## src/rtl/game_timer.sv

```systemverilog
// Two-digit BCD countdown timer for the bomb game: load/arm/run/pause/defuse control,
// per-second decrement, expiry strobes. Optional low-time warning with GAME_TIMER_WARN_EN.
module game_timer #(
  parameter int TICKS_PER_SEC = 50000000,
  parameter int PRE_W         = 26
) (
  input  logic       clk,
  input  logic       rst,
  input  logic       load,
  input  logic [3:0] tens_in,
  input  logic [3:0] ones_in,
  input  logic       start,
  input  logic       pause,
  input  logic       defuse,
  output logic [3:0] tens_out,
  output logic [3:0] ones_out,
  output logic       running,
  output logic       expired,
  output logic       expire_pulse,
  output logic       sec_pulse,
  output logic       warn
);

  localparam logic [2:0] S_IDLE  = 3'd0;
  localparam logic [2:0] S_ARMED = 3'd1;
  localparam logic [2:0] S_RUN   = 3'd2;
  localparam logic [2:0] S_PAUSE = 3'd3;
  localparam logic [2:0] S_DONE  = 3'd4;
  localparam logic [2:0] S_HALT  = 3'd5;

  localparam logic [PRE_W-1:0] PRE_LAST = PRE_W'(TICKS_PER_SEC - 1);

  logic [2:0]       r_state;
  logic [PRE_W-1:0] r_pre;
  logic [3:0]       r_tens;
  logic [3:0]       r_ones;
  logic             r_running;
  logic             r_expired;
  logic             r_expire_pulse;
  logic             r_sec_pulse;

  logic [2:0]       w_state_nxt;
  logic [PRE_W-1:0] w_pre_nxt;
  logic [3:0]       w_tens_nxt;
  logic [3:0]       w_ones_nxt;
  logic             w_sec_nxt;
  logic             w_expire_nxt;
  logic [3:0]       w_tens_clamp;
  logic [3:0]       w_ones_clamp;
  logic [3:0]       w_dec_tens;
  logic [3:0]       w_dec_ones;
  logic             w_dec_zero;
  logic             w_wrap;
  logic             w_is_zero;
  logic             w_pause_req;
  logic             w_resume_req;

  assign w_tens_clamp = (tens_in > 4'd9) ? 4'd9 : tens_in;
  assign w_ones_clamp = (ones_in > 4'd9) ? 4'd9 : ones_in;

  // BCD borrow: ones underflows to 9 and takes one from tens.
  assign w_dec_ones = (r_ones != 4'd0) ? (r_ones - 4'd1) : 4'd9;
  assign w_dec_tens = (r_ones != 4'd0) ? r_tens : (r_tens - 4'd1);
  assign w_dec_zero = (w_dec_tens == 4'd0) && (w_dec_ones == 4'd0);

  assign w_wrap       = (r_state == S_RUN) && (r_pre == PRE_LAST);
  assign w_is_zero    = (r_tens == 4'd0) && (r_ones == 4'd0);
  // Simultaneous pause and start cancel each other out.
  assign w_pause_req  = pause && !start;
  assign w_resume_req = start && !pause;

  always_comb begin
    // NOTE: every signal gets a default before the case so no path leaves it unassigned,
    // which would otherwise infer a latch.
    w_state_nxt  = r_state;
    w_pre_nxt    = r_pre;
    w_tens_nxt   = r_tens;
    w_ones_nxt   = r_ones;
    w_sec_nxt    = 1'b0;
    w_expire_nxt = 1'b0;

    case (r_state)
      S_IDLE, S_DONE, S_HALT: begin
        if (load) begin
          w_tens_nxt  = w_tens_clamp;
          w_ones_nxt  = w_ones_clamp;
          w_pre_nxt   = '0;
          w_state_nxt = S_ARMED;
        end
      end
      S_ARMED: begin
        if (load) begin
          w_tens_nxt  = w_tens_clamp;
          w_ones_nxt  = w_ones_clamp;
          w_pre_nxt   = '0;
        end else if (start) begin
          if (w_is_zero) begin
            w_state_nxt  = S_DONE;
            w_expire_nxt = 1'b1;
          end else begin
            w_state_nxt  = S_RUN;
          end
        end
      end
      S_RUN: begin
        // Defuse wins over everything, including a final decrement on the same edge.
        if (defuse) begin
          w_state_nxt = S_HALT;
        end else begin
          w_pre_nxt = w_wrap ? '0 : (r_pre + 1'b1);
          if (w_wrap) begin
            w_tens_nxt = w_dec_tens;
            w_ones_nxt = w_dec_ones;
            w_sec_nxt  = 1'b1;
          end
          if (w_wrap && w_dec_zero) begin
            w_state_nxt  = S_DONE;
            w_expire_nxt = 1'b1;
          end else if (w_pause_req) begin
            w_state_nxt  = S_PAUSE;
          end
        end
      end
      S_PAUSE: begin
        if (defuse) begin
          w_state_nxt = S_HALT;
        end else if (w_resume_req) begin
          w_state_nxt = S_RUN;
        end
      end
      default: w_state_nxt = S_IDLE;
    endcase
  end

  // Status flags are registered from the next state so they line up with the digits.
  always_ff @(posedge clk) begin
    if (!rst) begin
      r_state        <= S_IDLE;
      r_pre          <= '0;
      r_tens         <= 4'd0;
      r_ones         <= 4'd0;
      r_running      <= 1'b0;
      r_expired      <= 1'b0;
      r_expire_pulse <= 1'b0;
      r_sec_pulse    <= 1'b0;
    end else begin
      // NOTE: non-blocking assignments so every register samples pre-edge values.
      r_state        <= w_state_nxt;
      r_pre          <= w_pre_nxt;
      r_tens         <= w_tens_nxt;
      r_ones         <= w_ones_nxt;
      r_running      <= (w_state_nxt == S_RUN);
      r_expired      <= (w_state_nxt == S_DONE);
      r_expire_pulse <= w_expire_nxt;
      r_sec_pulse    <= w_sec_nxt;
    end
  end

  assign tens_out     = r_tens;
  assign ones_out     = r_ones;
  assign running      = r_running;
  assign expired      = r_expired;
  assign expire_pulse = r_expire_pulse;
  assign sec_pulse    = r_sec_pulse;

`ifdef GAME_TIMER_WARN_EN
  logic r_warn;

  always_ff @(posedge clk) begin
    if (!rst) begin
      r_warn <= 1'b0;
    end else begin
      r_warn <= ((w_state_nxt == S_RUN) || (w_state_nxt == S_PAUSE)) &&
                (w_tens_nxt == 4'd0) && (w_ones_nxt != 4'd0);
    end
  end

  assign warn = r_warn;
`else
  assign warn = 1'b0;
`endif

endmodule

```

## config.mk

```make
export PLATFORM = sky130hd
export DESIGN_NAME = game_timer
export DESIGN_NICKNAME = d
export VERILOG_FILES = /design/src/rtl/game_timer.sv
export SDC_FILE = /design/constraint.sdc
export NUM_CORES = 1
export LEC_CHECK = 0
export BUFFER_PORTS_ARGS = -buffer_cell sky130_fd_sc_hd__buf_2
export CORE_ASPECT_RATIO = 0.5
export CORE_MARGIN = 10
export CORE_UTILIZATION = 42
export CTS_CLUSTER_SIZE = 10
export DETAILED_ROUTE_END_ITERATION = 8
export PLACE_DENSITY = 0.66
export REMOVE_ABC_BUFFERS = 1
export SLEW_MARGIN = 20
export SYNTH_ARGS = -nofsm -noshare
export SYNTH_HDL_FRONTEND = slang
export SYNTH_SLANG_ARGS = --single-unit
```

## constraint.sdc

```tcl
create_clock -name clk -period 5.1 [get_ports clk]
set_input_delay 0.51 -clock clk [delete_from_list [all_inputs] [get_ports clk]]
set_output_delay 0.51 -clock clk [all_outputs]
set_load 0.02 [all_outputs]
```

==> impl_summary.log <==
[metrics] root cell of the clock tree: sky130_fd_sc_hd__clkbuf_8
[metrics] initial core utilization: 0.4454
[metrics] overall overflow remaining after global route: 0
[metrics] TritonCTS clock tree: built
[metrics] Final Net Count: 308
[metrics] shortest period the worst path allows: ~3.2 ns
[metrics] Iteration-0 DRC Markers: about 140
[metrics] nature of the critical path endpoint: flip-flop
[metrics] setup repair after global routing missed its margin: false
[metrics] share of total power in sequential cells: 0.525
[metrics] number of inserted diodes: 0
[metrics] count of pins over their slew limit: 0
[metrics] H-tree Lvls: 2
[metrics] overall die area: around 0.0089 sq mm
[metrics] Max-cap violations: 0
[metrics] number of setup violations in the final report: 0
[metrics] # port buffers: 25
[metrics] Synth Flop Type: sky130_fd_sc_hd__dfxtp_1
[metrics] length of routed wiring on met1: 2550 um
[metrics] largest buffer count on any clock path: 2
[metrics] area share of the leading cell type in the synthesized netlist: 0.3636
[metrics] combinational power share: 0.126
[metrics] chip width: around 120 um
[metrics] Std-Cell Core Area: just over 0.005 sq mm
[metrics] Post-CTS Hold Fix Bufs: 0
[metrics] power after layout: about 0.00065 W
[metrics] arrival time reported for the critical path endpoint: between 3 and 4 ns
[metrics] Pre-antenna DRT Iters: 4
[metrics] highest attainable clock frequency: roughly 0.32 GHz
[metrics] global placement routability congestion: 0.8820
[metrics] via density per instance: 5.506
[metrics] category of the critical setup timing path: reg2reg
[metrics] switching pwr: approximately 0.00018 W
[metrics] Worst-Skew Late Latency: 0.29 ns
[metrics] wire length on met2: 2435 um
[metrics] number of sinks handled by clock tree synthesis: 41
[metrics] GRT Resource Usage Total: 0.1280
[metrics] DRC: 0
[metrics] Detail Placement HPWL: 3844 um
[metrics] most common cell in the synthesized netlist: sky130_fd_sc_hd__dfxtp_1
[metrics] Cell Area, Synth: 0.002257 sq mm
[metrics] transition at the pin with the smallest max-transition slack: slightly above 0.9 ns
[metrics] Cell variety after synth: 52
[metrics] chip height: around 70 um
[metrics] share of synthesized area occupied by flip-flops and latches: 0.3636
[metrics] Area Growth Syn to Fin: 10.81%
[metrics] top cell types by occurrence after synthesis: sky130_fd_sc_hd__dfxtp_1, sky130_fd_sc_hd__nor2_1, sky130_fd_sc_hd__nand2_1, sky130_fd_sc_hd__xor2_1, sky130_fd_sc_hd__o21ai_0
[metrics] largest fanout of any net on the critical path: 26
[metrics] utilization after layout: 0.4936
[metrics] flip-flop and latch count after synthesis: 41
[metrics] global-route wire length before repair: 9570 um
[metrics] number of buffers created by CTS: 5
[metrics] top layer used by detailed routing: met4
[metrics] pin count of the biggest net entering global routing: 27
[metrics] endpoint required time on the critical path: 5.25 ns
[metrics] synthesis warning total: 0
[metrics] count of non-filler cells in the finished layout: around 360
[metrics] Final Hold Vio Count: 0
[metrics] via count of the first global-routing pass: 2027
[metrics] number of antenna violations at the first check in global routing: 0
[metrics] met3 wire len: 263 um
[metrics] I/O Pins: 27
[metrics] worst rel slew slack: 0.3739
[metrics] most area-consuming cells after synthesis: sky130_fd_sc_hd__dfxtp_1, sky130_fd_sc_hd__xor2_1, sky130_fd_sc_hd__nor2_1, sky130_fd_sc_hd__nand2_1, sky130_fd_sc_hd__nand4_1
[metrics] final period utilization: 0.6195
[metrics] clock-pin transition on the worst setup and hold timing paths: ~0.080 ns
[metrics] cell total after placement: 354
[metrics] final worst clock skew: 0.008919 ns
[metrics] ANT nets after route: 0
[metrics] Worst VDD drop: roughly 0.00014 V
[metrics] synthesized instance count: 272
[metrics] EDFF count, synth: 0
[metrics] number of setup buffers added after CTS: 0
[metrics] proportion of power drawn by the clock network: 0.349
[metrics] worst min-delay path category: reg2reg
[metrics] Leak: 0.8951 nW
[metrics] cell internal pwr: 0.0004680 W
[metrics] ratio of total power to cell area: 259.3 mW/mm^2
[metrics] cell taking the most area after synthesis: sky130_fd_sc_hd__dfxtp_1
[metrics] post-detailed-routing wire length: 5283 um
[metrics] switching share of total power: 0.2786
[metrics] status: complete, no violations
[metrics] routed length per placed instance: 14.59 um
[metrics] average instance area after synthesis: 8.298 sq um
[metrics] Fin Setup TNS: 0 ns
[metrics] startpoint type of the worst setup path: flip-flop
[metrics] number of gates resized after cts: 0
[metrics] cell row count: 18
[metrics] count of vias placed by the detailed router: 1993
[metrics] fraction of synthesis flops using an asynchronous set or reset pin: 0
[metrics] share of final-layout standard cells stronger than drive strength 1: 0.1438
-- cell families after synthesis --
| logic type | count (synthesis) | share of synthesized area |
|---|---|---|
| fa+ha+maj | 3 | 0.01663 |
| compound gates | 47 | 0.1458 |
| simple gates | 138 | 0.3448 |
| other cells | 1 | 0.001661 |
| flops | 41 | 0.3636 |
| buf+inv | 20 | 0.04212 |
| xor+xnor | 22 | 0.08536 |
-- metal layers --
metal | global-route usage | vias up
met1 | 0.1668 | 922
met5 | 0 | -
met4 | 0.03081 | 0
met2 | 0.2075 | 47
met3 | 0.03127 | 2
li1 | - | 1022
-- area by class of cell --
class / instances / area [sq um]
Fill cell: 480 / 2566
Multi-Input combinational cell: 211 / 1341
Sequential cell: 41 / 820.8
Timing Repair Buffer: 26 / 132.6
Tap cell: 70 / 87.58
Clock buffer: 6 / 82.58
Inverter: 6 / 22.52
Clock inverter: 2 / 13.76
-- worst paths after layout --
path	from	end	slack [ns]	depth (start not counted)
setup / recovery	r_state[1]	r_pre[16]	1.94	5
hold / removal	r_pre[23]	r_pre[23]	0.49	2
hold reg to reg	r_pre[23]	r_pre[23]	0.49	2
setup reg to reg	r_state[1]	r_pre[16]	1.94	5
-- worst max-delay path, cell delays in order (launching register included) --
cell and delay (ns):
sky130_fd_sc_hd__dfxtp_1 0.48, sky130_fd_sc_hd__or4b_1 0.66, sky130_fd_sc_hd__a22oi_1 0.22, sky130_fd_sc_hd__nor3b_2 0.71
sky130_fd_sc_hd__nand2b_1 0.81, sky130_fd_sc_hd__nor2_1 0.12
-- per-stage QoR --
step	hold WS [ns]	worst slack [ns]	instance area (sq um)
floorplan	0.4531	2.389	2185
global placement	0.4641	1.818	2405
detailed placement	0.4798	1.700	2405
CTS	0.4869	1.938	2501
global route	0.5158	1.664	2501
finish	0.4855	1.941	2501
-- cells in the final DEF (no fill, tap or decap), types with 3 or more instances in the layout --
cell type,netlist,routed
sky130_fd_sc_hd__buf_2,4,25
sky130_fd_sc_hd__nor4_1,6,6
sky130_fd_sc_hd__a21oi_1,12,12
sky130_fd_sc_hd__nand3b_1,6,6
sky130_fd_sc_hd__nor3b_1,6,6
sky130_fd_sc_hd__xnor2_1,4,4
sky130_fd_sc_hd__nor3_1,6,6
sky130_fd_sc_hd__and3_1,7,7
sky130_fd_sc_hd__nand4_1,12,12
sky130_fd_sc_hd__o21ai_0,13,13
sky130_fd_sc_hd__nand2_1,28,28
sky130_fd_sc_hd__or3_1,5,5
sky130_fd_sc_hd__nand4b_1,4,4
sky130_fd_sc_hd__dfxtp_1,41,41
sky130_fd_sc_hd__ha_1,3,3
sky130_fd_sc_hd__nand3_1,9,9
sky130_fd_sc_hd__xor2_1,18,18
sky130_fd_sc_hd__a311oi_1,3,3
sky130_fd_sc_hd__clkbuf_8,0,6
sky130_fd_sc_hd__a31oi_1,3,3
sky130_fd_sc_hd__nor2_1,29,29
sky130_fd_sc_hd__nand2b_1,3,3
sky130_fd_sc_hd__inv_1,6,6
-- sequential cells by signal (all words and copies together), names as in the netlist --
name	cells
r_pre	26
ones_out	4
tens_out	4
r_state	3
expire_pulse	1
expired	1
running	1
sec_pulse	1
-- power groups by stage --
| stage | Combinational (W) | Clock [W] | Sequential [W] |
|---|---|---|---|
| after floorplan | 0.0000478 | 0 | 0.000352 |
| after global placement | 0.0000799 | 0 | 0.000347 |
| after detailed placement | 0.0000816 | 0 | 0.000347 |
| after CTS | 0.0000821 | 0.000230 | 0.000340 |
| after global routing | 0.0000920 | 0.000244 | 0.000342 |
| final | 0.0000819 | 0.000226 | 0.000340 |
Note: power is estimated with default switching activity, not from simulation.
